### src/rtl/sat_counter.sv
// sat_counter: CW-bit event counter that sticks at all-ones instead of wrapping.
module sat_counter #(
    parameter int CW = 8
) (
    input  logic          clk,
    input  logic          clr,
    input  logic          inc,
    output logic [CW-1:0] count
);
    always_ff @(posedge clk)
        count <= clr ? '0 : (inc && !(&count)) ? count + 1'b1 : count;
endmodule

### config.mk
export PLATFORM = sky130hd
export DESIGN_NAME = sat_counter
export DESIGN_NICKNAME = d
export VERILOG_FILES = /design/src/rtl/sat_counter.sv
export SDC_FILE = /design/constraint.sdc
export NUM_CORES = 1
export LEC_CHECK = 0
export BUFFER_PORTS_ARGS = -buffer_cell sky130_fd_sc_hd__buf_2
export CORE_AREA = 8 8 45 47
export CTS_CLUSTER_SIZE = 16
export DETAILED_ROUTE_END_ITERATION = 16
export DIE_AREA = 0 0 53 55
export PLACE_DENSITY_LB_ADDON = 0.08
export SYNTH_ARGS = -nofsm -noshare
export SYNTH_HDL_FRONTEND = slang
export SYNTH_SLANG_ARGS = --single-unit
### constraint.sdc
create_clock -name clk -period 1.49 [get_ports clk]
set_clock_uncertainty 0.1 [all_clocks]
set_input_delay 0.3725 -clock clk [delete_from_list [all_inputs] [get_ports clk]]
set_output_delay 0.3725 -clock clk [all_outputs]
set_load 0.02 [all_outputs]
==> results of run 1 <==
[repair_timing]
item / 4_1_cts / 5_1_grt
hold buffers: 0 / 0
pin swaps: 1 / 0
setup endpoints to repair: 1 / 2
setup buffers: 0 / 1
[how the worst min path moves through the flow]
stage	endpoint	slack [ns]	cells past startpoint
detailed placement	count[7]	0.39	1
finish	count[6]	0.33	2
global placement	count[7]	0.38	1
floorplan	count[1]	0.43	2
global route	count[7]	0.34	2
CTS	count[6]	0.32	2
[area by class of cell]
class                           count  area (um^2)  area share, %
Multi-Input combinational cell     32          278           45.9
Sequential cell                     8          168           27.7
Timing Repair Buffer               18          110           18.2
Clock buffer                        4         26.3           4.34
Tap cell                           16         20.0           3.31
Inverter                            1         3.75          0.620
[cell families after synthesis]
logic type / Yosys count
multiplexers: 3
buffers and inverters: 4
AO/OA/AOI/OAI: 12
AND/OR/NAND/NOR: 16
flip-flops: 8
adder cells (fa/ha/maj): 1
[metal layers]
metal / share of wire [%] / vias to the layer above / track usage, %
li1: - / 211 / -
met1: 51 / 176 / 9.77
met2: 41 / 8 / 11.5
met3: 6.9 / 2 / 3.48
met4: 0.97 / 0 / 6.47
met5: 0 / - / 0
[power breakdown]
| part | internal, mW | switching [mW] |
|---|---|---|
| Combinational | 0.0274 | 0.0276 |
| Clock | 0.103 | 0.0771 |
| Sequential | 0.220 | 0.00639 |
[synthesized netlist by cell type, types with 2 or more instances]
| library cell | n | area [um^2] |
|---|---|---|
| sky130_fd_sc_hd__a211oi_1 | 3 | 22.5 |
| sky130_fd_sc_hd__dfxtp_1 | 8 | 160 |
| sky130_fd_sc_hd__a21oi_1 | 3 | 15.0 |
| sky130_fd_sc_hd__nand2b_1 | 2 | 12.5 |
| sky130_fd_sc_hd__nor2b_1 | 3 | 18.8 |
| sky130_fd_sc_hd__nor3_1 | 2 | 10.0 |
| sky130_fd_sc_hd__mux2_4 | 2 | 30.0 |
| sky130_fd_sc_hd__nor2_1 | 2 | 7.51 |
[through the flow]
step                instance area, um^2  setup WS [ns]  hold WS [ns]  util (%)
finish                              606         0.0248         0.328      43.8
global route                        606       -0.00848         0.336      43.8
CTS                                 598         0.0167         0.320      43.2
detailed placement                  572       -0.00343         0.387      41.3
global placement                    572         0.0281         0.384      41.3
floorplan                           472        -0.0862         0.429         -
[worst reg2reg max path, cell delays in order (launching register included)]
cell	delay (ns)
sky130_fd_sc_hd__dfxtp_4	0.36
sky130_fd_sc_hd__ha_4	0.16
sky130_fd_sc_hd__and3_4	0.19
sky130_fd_sc_hd__a211oi_2	0.22
sky130_fd_sc_hd__mux2_4	0.32
==> flow_summary.toml, run 1 <==
[clock_tree]
h-tree-depth = 1
post_cts_resize_count = 0
clock_latency_on_the_worst_skew_pair_ns = 0.25
ctsLongestPathBuffers = 2
cts_tree = "built"
cts.clk_slew.worst_paths_ns = 0.06
clockRootBuffer = "sky130_fd_sc_hd__clkbuf_4"
inserted_clock_buffers = 3
cts.sinks = 8

[cells_and_area]
diodes = 0
regMostFlops = "count"
layout-drive-gt1-share_pct = 50.8
finish.cell_count_without_fillers = 79
fillerInstances = 146
biggestRegsByFlops = "count: 8 flops"
area_growth_pct = 35.6
layout_commonest_cell = "sky130_fd_sc_hd__buf_2"
number_of_nets_in_the_layout = 68
mostFrequentLayoutCells = "sky130_fd_sc_hd__buf_2, sky130_fd_sc_hd__buf_4, sky130_fd_sc_hd__dfxtp_1"
largest_register_ff_count = 8

[drt]
remaining_drc_errors = 0
via_count = 397
detailedRoute.firstIterationViolations = 7
drt_first_pass_iters = 4
drt-wirelength-per-cell_um = 13.1
routed_via_density = 5.03
final_antenna_net_count = 0
finalWirelength_mm = 1.03

[floorplan]
chipWidth_um = 53
fp.dieH_um = 55
floorplan_row_count = 14
ios = 11
die-area_um2 = 2920
initial_core_utilization_pct = 32.3
coreArea_um2 = 1380

[grt]
overall_overflow_remaining_after_global_route = 0
grt_pass1_vias = 395
grt_start_max_net_pins = 12
grtUsageTotal_pct = 8.26
first_pass_grt_wire_length_mm = 1.72
grt_antenna_before_repair = 0

[synthesis]
number_of_warnings_printed_during_yosys_synthesis = 0
flops_latches_synth = 8
most_common_flop_cell_mapped_by_yosys = "sky130_fd_sc_hd__dfxtp_1"
yosys.area_share.simple_pct = 23.2
synth_cell_type_count = 27
postSynthAreaPerCell_um2 = 10.2
synthAdderAreaFrac_pct = 2.80
yosysSeqAreaShare_pct = 35.9
yosys.area_share.xor_xnor_pct = 0
main_combinational_cell_family_by_area_after_synthesis = "simple AND/OR/NAND/NOR gates"
compound_cell_area_share_of_the_yosys_netlist_pct = 23.2
synth-edff-count = 0
yosys-mux-area-fraction_pct = 8.96
netlist_area_before_placement_um2 = 447
mappedNetlistNets = 48
postSynthCellCount = 44
async_flop_share_pct = 0

[critical_path]
r2r-start = "count[1]"
setup_slack_on_the_worst_flop_to_flop_path_ns = 0.02
critPathArrivalTime_ns = 1.51
endpoint_kind = "flop"
cp_max_fo = 4
startpoint_type = "flop"
crit_type = "reg2reg"
worstPathBufferInverterCount = 0
ff2ff_path_depth = 4
cp_cell_sequence = "ha_4, and3_4, a211oi_2, mux2_4"
critPathTopFamily = "flip-flops"
cpPeakStageDelay_ns = 0.36
cp-endpoint = "count[5]"
timing.critical_path.required_ns = 1.53
critical_path_cell_count = 4
r2r_end = "count[5]"
crit_start = "count[1]"
critPathSlowestCell = "sky130_fd_sc_hd__dfxtp_4"

[sta]
grt_setup_unrepaired = "true"
highest_attainable_clock_frequency_mhz = 683
slew_headroom_pct = 83.9
worst_pin_slew_ns = 0.241
hold_viol = 0
setup_violations_final = 0
report.final.slew_viol_count = 0
min_period_ns = 1.47
final.period_utilization_pct = 98.3
finalSetupTns_ns = 0

[placement]
place.detailed.instances = 74
gp_congestion = 0.639
dp_hpwl_um = 845
place.port_buffers = 10

[hold_path]
worst_hold_launch = "clr"
timing.hold.worst.class = "in2reg"

[pwr]
power.density_nw_per_um2 = 761
design_power_total_uw = 461
max-vdd-ir-drop_mv = 0.355
leakage_nw = 0.256

[flow_run]
max_cap_violations = 0

[outcome]
status = "finished, final reports clean"
Note: power is estimated with default switching activity, not from simulation.
==> inputs of run 2 (changes only) <==
--- a/config.mk
+++ b/config.mk
@@ -8,6 +8,6 @@
 export BUFFER_PORTS_ARGS = -buffer_cell sky130_fd_sc_hd__buf_2
-export CORE_AREA = 8 8 45 47
+export CORE_AREA = 2 2 39 41
 export CTS_CLUSTER_SIZE = 16
 export DETAILED_ROUTE_END_ITERATION = 16
-export DIE_AREA = 0 0 53 55
+export DIE_AREA = 0 0 41 43
 export PLACE_DENSITY_LB_ADDON = 0.08
--- a/constraint.sdc
+++ b/constraint.sdc
@@ -4,2 +4,2 @@
 set_output_delay 0.3725 -clock clk [all_outputs]
-set_load 0.02 [all_outputs]
+set_load 0.1 [all_outputs]
==> run 2 against run 1 <==
Routed wire length is 6.9% lower. Final cell count fell by 5.1%. Register-to-register slack barely moved. Sequential power decreased by 3%. First-iteration DRC count is 57% lower. Worst hold slack got worse by 0.023 ns. Utilization increased by 8.3 points. Worst setup slack worse by 0.0071 ns. Design area is 19% higher. Via count is 0.50% lower.
==> flow_summary.toml, run 2 (synthesis gave the netlist of run 1 again) <==
[outcome]
status = "finished, final reports clean"

[sta]
hold_viol = 0
setup_violations_final = 0
report.final.slew_viol_count = 0
final.period_utilization_pct = 98.8
grt_setup_unrepaired = "true"
slew_headroom_pct = 87.1
min_period_ns = 1.47
hold_ws_ns = 0.305
highest_attainable_clock_frequency_mhz = 679
worst_pin_slew_ns = 0.191

[pwr]
power.density_nw_per_um2 = 714
p_comb_share_pct = 21.1
internal_power_uw = 359
clockPowerShare_pct = 36.4
max-vdd-ir-drop_mv = 0.513
leakage_nw = 0.263
switching_share_pct = 30.1
seqPwrFrac_pct = 42.5
total_net_switching_power_uw = 155

[floorplan]
initial_core_utilization_pct = 32.3
ios = 11
coreArea_um2 = 1380
floorplan_row_count = 14
chipWidth_um = 41
die-area_um2 = 1760
fp.dieH_um = 43

[cells_and_area]
layout_commonest_cell = "sky130_fd_sc_hd__buf_12"
regMostFlops = "count"
layout-drive-gt1-share_pct = 57.6
finish.cell_count_without_fillers = 75
biggestRegsByFlops = "count: 8 flops"
final_core_utilization_pct = 52.1
finish.instance_area_um2 = 721
area_growth_pct = 61.3
number_of_nets_in_the_layout = 64
largest_register_ff_count = 8
diodes = 0
mostFrequentLayoutCells = "sky130_fd_sc_hd__buf_12, sky130_fd_sc_hd__dfxtp_4, sky130_fd_sc_hd__buf_4"

[grt]
grt_antenna_before_repair = 0
grt_pass1_vias = 364
grt_start_max_net_pins = 12
first_pass_grt_wire_length_mm = 1.53
grtUsageTotal_pct = 13.2
overall_overflow_remaining_after_global_route = 0

[critical_path]
worstPathBufferInverterCount = 0
critPathArrivalTime_ns = 1.52
crit_type = "reg2reg"
cpPeakStageDelay_ns = 0.35
cp_max_fo = 9
timing.critical_path.required_ns = 1.54
critPathSlowestCell = "sky130_fd_sc_hd__dfxtp_4"
endpoint_kind = "flop"
cp_cell_sequence = "ha_4, and3_4, a211oi_4, mux2_4"
critPathTopFamily = "flip-flops"
startpoint_type = "flop"

[flow_run]
max_cap_violations = 0

[placement]
dp_hpwl_um = 697
place.detailed.instances = 71
dpl-instance-area_um2 = 687
gp_congestion = 0.685
place.port_buffers = 10

[drt]
final_antenna_net_count = 0
finalWirelength_um = 960
remaining_drc_errors = 0
drt_first_pass_iters = 3
via_count = 395
routed_via_density = 5.27
drt-wirelength-per-cell_um = 12.8
detailedRoute.firstIterationViolations = 3

[clock_tree]
cts.clk_slew.worst_paths_ns = 0.06
ctsLongestPathBuffers = 2
h-tree-depth = 1
clock_latency_on_the_worst_skew_pair_ns = 0.26
clockRootBuffer = "sky130_fd_sc_hd__clkbuf_4"
inserted_clock_buffers = 3
cts.sinks = 8
cts_tree = "built"

[hold_path]
timing.hold.worst.class = "in2reg"
run 2: changes by cell type in the layout (fill, tap and decap cells not counted), sizes merged:
cell,previous run,this run
buf,18,14
run 2: cell type report:
class                           instances  area (um^2)
Timing Repair Buffer                   14          200
Tap cell                               16         20.0
Fill cell                             132          663
Inverter                                1         3.75
Clock buffer                            4         26.3
Multi-Input combinational cell         32          285
Sequential cell                         8          185
run 2: layer usage:
metal	global-route usage (%)	vias up	wire length, um
met5	0	-	0
met4	2.00	0	6
met3	9.42	3	61
met2	18.8	11	487
met1	16.1	183	405
li1	-	198	-
run 2: timing repair:
action | in CTS | in global routing
gates resized for setup | 0 | 1
hold buffers | 0 | 0
setup buffers | 0 | 0
setup endpoints to repair | 0 | 1
run 2: power by group through the flow:
stage	clock [mW]	sequential [mW]	combinational (mW)
global route	0.206	0.219	0.115
finish	0.187	0.219	0.108
floorplan	0	0.265	0.0258
detailed placement	0	0.223	0.108
global placement	0	0.223	0.106
CTS	0.196	0.219	0.109
run 2: worst paths after layout:
| path | cells past startpoint | end | startpoint | slack [ns] |
|---|---|---|---|---|
| hold / removal | 2 | count[6] | clr | 0.31 |
| setup reg to reg | 4 | count[5] | count[1] | 0.02 |
| setup / recovery | 4 | count[5] | count[1] | 0.02 |
| hold reg to reg | 1 | count[7] | count[7] | 0.40 |
run 2: through the flow:
stage / setup slack [ns] / TNS, ns / power, mW
after detailed placement: 0.0340 / 0 / 0.331
after global routing: -0.0121 / -0.0187 / 0.540
after floorplan: -0.169 / -0.398 / 0.291
final: 0.0177 / 0 / 0.514
after CTS: 0.0168 / 0 / 0.523
after global placement: 0.0567 / 0 / 0.329
run 2: worst register-to-register path, delay by kind of cell (launching register included):
| family | cells | cell delay, ns |
|---|---|---|
| fa+ha+maj | 1 | 0.16 |
| simple gates | 1 | 0.22 |
| mux | 1 | 0.31 |
| flops | 1 | 0.35 |
| compound gates | 1 | 0.22 |
==> inputs of run 3 (changes only) <==
Settings changed: REMOVE_ABC_BUFFERS from default to 1.
==> run 3 against run 2 <==
Worst setup slack better by 0.032 ns. Clock-buffer cell count decreased by 1. Utilization increased by 2.2 points. Routed wire length up 21%. Non-clock buffer count grew 10. Sequential share of layout area down 4.2 points. Maximum frequency up 2.2%. Register-to-register slack improved by 0.05 ns. Largest cell class is now non-clock buffers.
==> flow_summary.toml, run 3 (synthesis gave the netlist of run 1 again) <==
[outcome]
status = "finished, final reports clean"

[critical_path]
cpPeakStageDelay_ns = 0.40
ff2ff_path_depth = 4
critPathArrivalTime_ns = 0.97
setup_slack_on_the_worst_flop_to_flop_path_ns = 0.07
startpoint_type = "flop"
crit_type = "reg2out"
endpoint_kind = "output port"
r2r_end = "count[5]"
cp_max_fo = 4
critPathSlowestCell = "sky130_fd_sc_hd__dfxtp_1"
r2r-start = "count[0]"
critPathTopFamily = "flip-flops"
timing.critical_path.required_ns = 1.02
cp_cell_sequence = "buf_4, buf_12"
worstPathBufferInverterCount = 2

[floorplan]
floorplan_row_count = 14
ios = 11
fp.dieH_um = 43
coreArea_um2 = 1380
die-area_um2 = 1760
initial_core_utilization_pct = 32.3
chipWidth_um = 41

[cells_and_area]
finish.cell_count_without_fillers = 84
biggestRegsByFlops = "count: 8 flops"
multi_input_area_um2 = 268
layout.area.seq_um2 = 161
diodes = 0
regMostFlops = "count"
layout_commonest_cell = "sky130_fd_sc_hd__buf_4"
layout-drive-gt1-share_pct = 54.4
mostFrequentLayoutCells = "sky130_fd_sc_hd__buf_4, sky130_fd_sc_hd__buf_12, sky130_fd_sc_hd__dfxtp_1"
number_of_nets_in_the_layout = 74
area_growth_pct = 68.1
fillerInstances = 125
largest_register_ff_count = 8

[clock_tree]
post_cts_buffers = 0
inserted_clock_buffers = 3
ctsLongestPathBuffers = 2
cts.clk_slew.worst_paths_ns = 0.06
hold_buffers_post_cts = 0
cts.sinks = 8
cts_tree = "built"
clock_latency_on_the_worst_skew_pair_ns = 0.26
clockRootBuffer = "sky130_fd_sc_hd__clkbuf_4"
h-tree-depth = 1

[pwr]
max-vdd-ir-drop_mv = 0.511
power.density_nw_per_um2 = 674
leakage_nw = 0.307

[hold_path]
hold_path_end = "count[6]"
timing.hold.worst.class = "in2reg"
min_delay_path_depth = 2
worst_hold_launch = "clr"

[drt]
drt_first_pass_iters = 4
via_count = 444
finalWirelength_mm = 1.16
drt-wirelength-per-cell_um = 13.8
detailedRoute.firstIterationViolations = 8
final_antenna_net_count = 0
remaining_drc_errors = 0
routed_via_density = 5.29

[sta]
hold_viol = 0
min_period_ns = 1.44
report.final.slew_viol_count = 0
worst_pin_slew_ns = 0.213
setup_violations_final = 0
finalSetupTns_ns = 0
final.period_utilization_pct = 96.6
grt_setup_unrepaired = "false"
slew_headroom_pct = 85.7
highest_attainable_clock_frequency_mhz = 694

[grt]
grt_pass1_vias = 444
overall_overflow_remaining_after_global_route = 0
grt_antenna_before_repair = 0
grtUsageTotal_pct = 16.8
grt_start_max_net_pins = 12
first_pass_grt_wire_length_mm = 1.97

[placement]
place.detailed.instances = 81
gp_congestion = 0.727
dp_hpwl_um = 900
place.port_buffers = 10

[flow_run]
max_cap_violations = 0
run 3: layout make-up:
cell class | instances | share of cell area (%)
multi-input combinational | 32 | 35.7
tap | 16 | 2.67
timing repair buffer | 24 | 36.7
clock buffer | 3 | 3.00
inverter | 1 | 0.500
sequential | 8 | 21.5
run 3: worst max path at each step:
stage | cells past startpoint | start | end | slack, ns
finish | 2 | count[2] | count[2] | 0.05
global route | 2 | count[2] | count[2] | 0.009
CTS | 4 | count[0] | count[5] | 0.001
detailed placement | 4 | count[0] | count[5] | -0.02
global placement | 4 | count[0] | count[5] | 0.01
floorplan | 4 | count[0] | count[5] | -0.78
run 3: repair_timing:
action	4_1_cts	5_1_grt
pin swaps	1	1
resized for setup	2	2
endpoints found under the setup margin	2	2
run 3: layer usage:
metal | vias up | wire, um | track usage (%)
li1 | 219 | - | -
met1 | 207 | 527 | 23.4
met2 | 16 | 552 | 22.8
met3 | 2 | 69 | 6.81
met4 | 0 | 12 | 6.00
met5 | - | 0 | 0
run 3: report_power, final:
group          switching [mW]  internal [mW]  leakage, nW  total, mW
sequential            0.00359          0.220       0.0651      0.224
clock                  0.0784         0.0925       0.0138      0.171
combinational          0.0665         0.0453        0.228      0.112
total                   0.148          0.358        0.307      0.506
run 3: worst reg2reg max path, delay by kind of cell, from the launching register on:
kind | cells | cell delay, ns
adders and majority gates | 1 | 0.18
DFF | 1 | 0.32
muxes | 1 | 0.31
AOI/OAI and AO/OA | 1 | 0.21
and+or+nand+nor | 1 | 0.20
run 3: through the flow:
stage | hold slack, ns | util (%) | total power [mW] | instance area (um^2) | setup slack, ns
CTS | 0.322 | 54.0 | 0.507 | 747 | 0.00103
detailed placement | 0.499 | 52.0 | 0.340 | 719 | -0.0171
global route | 0.333 | 54.2 | 0.532 | 751 | 0.00920
floorplan | 0.340 | - | 0.287 | 424 | -0.778
global placement | 0.469 | 52.0 | 0.337 | 719 | 0.00982
finish | 0.321 | 54.2 | 0.506 | 751 | 0.0499
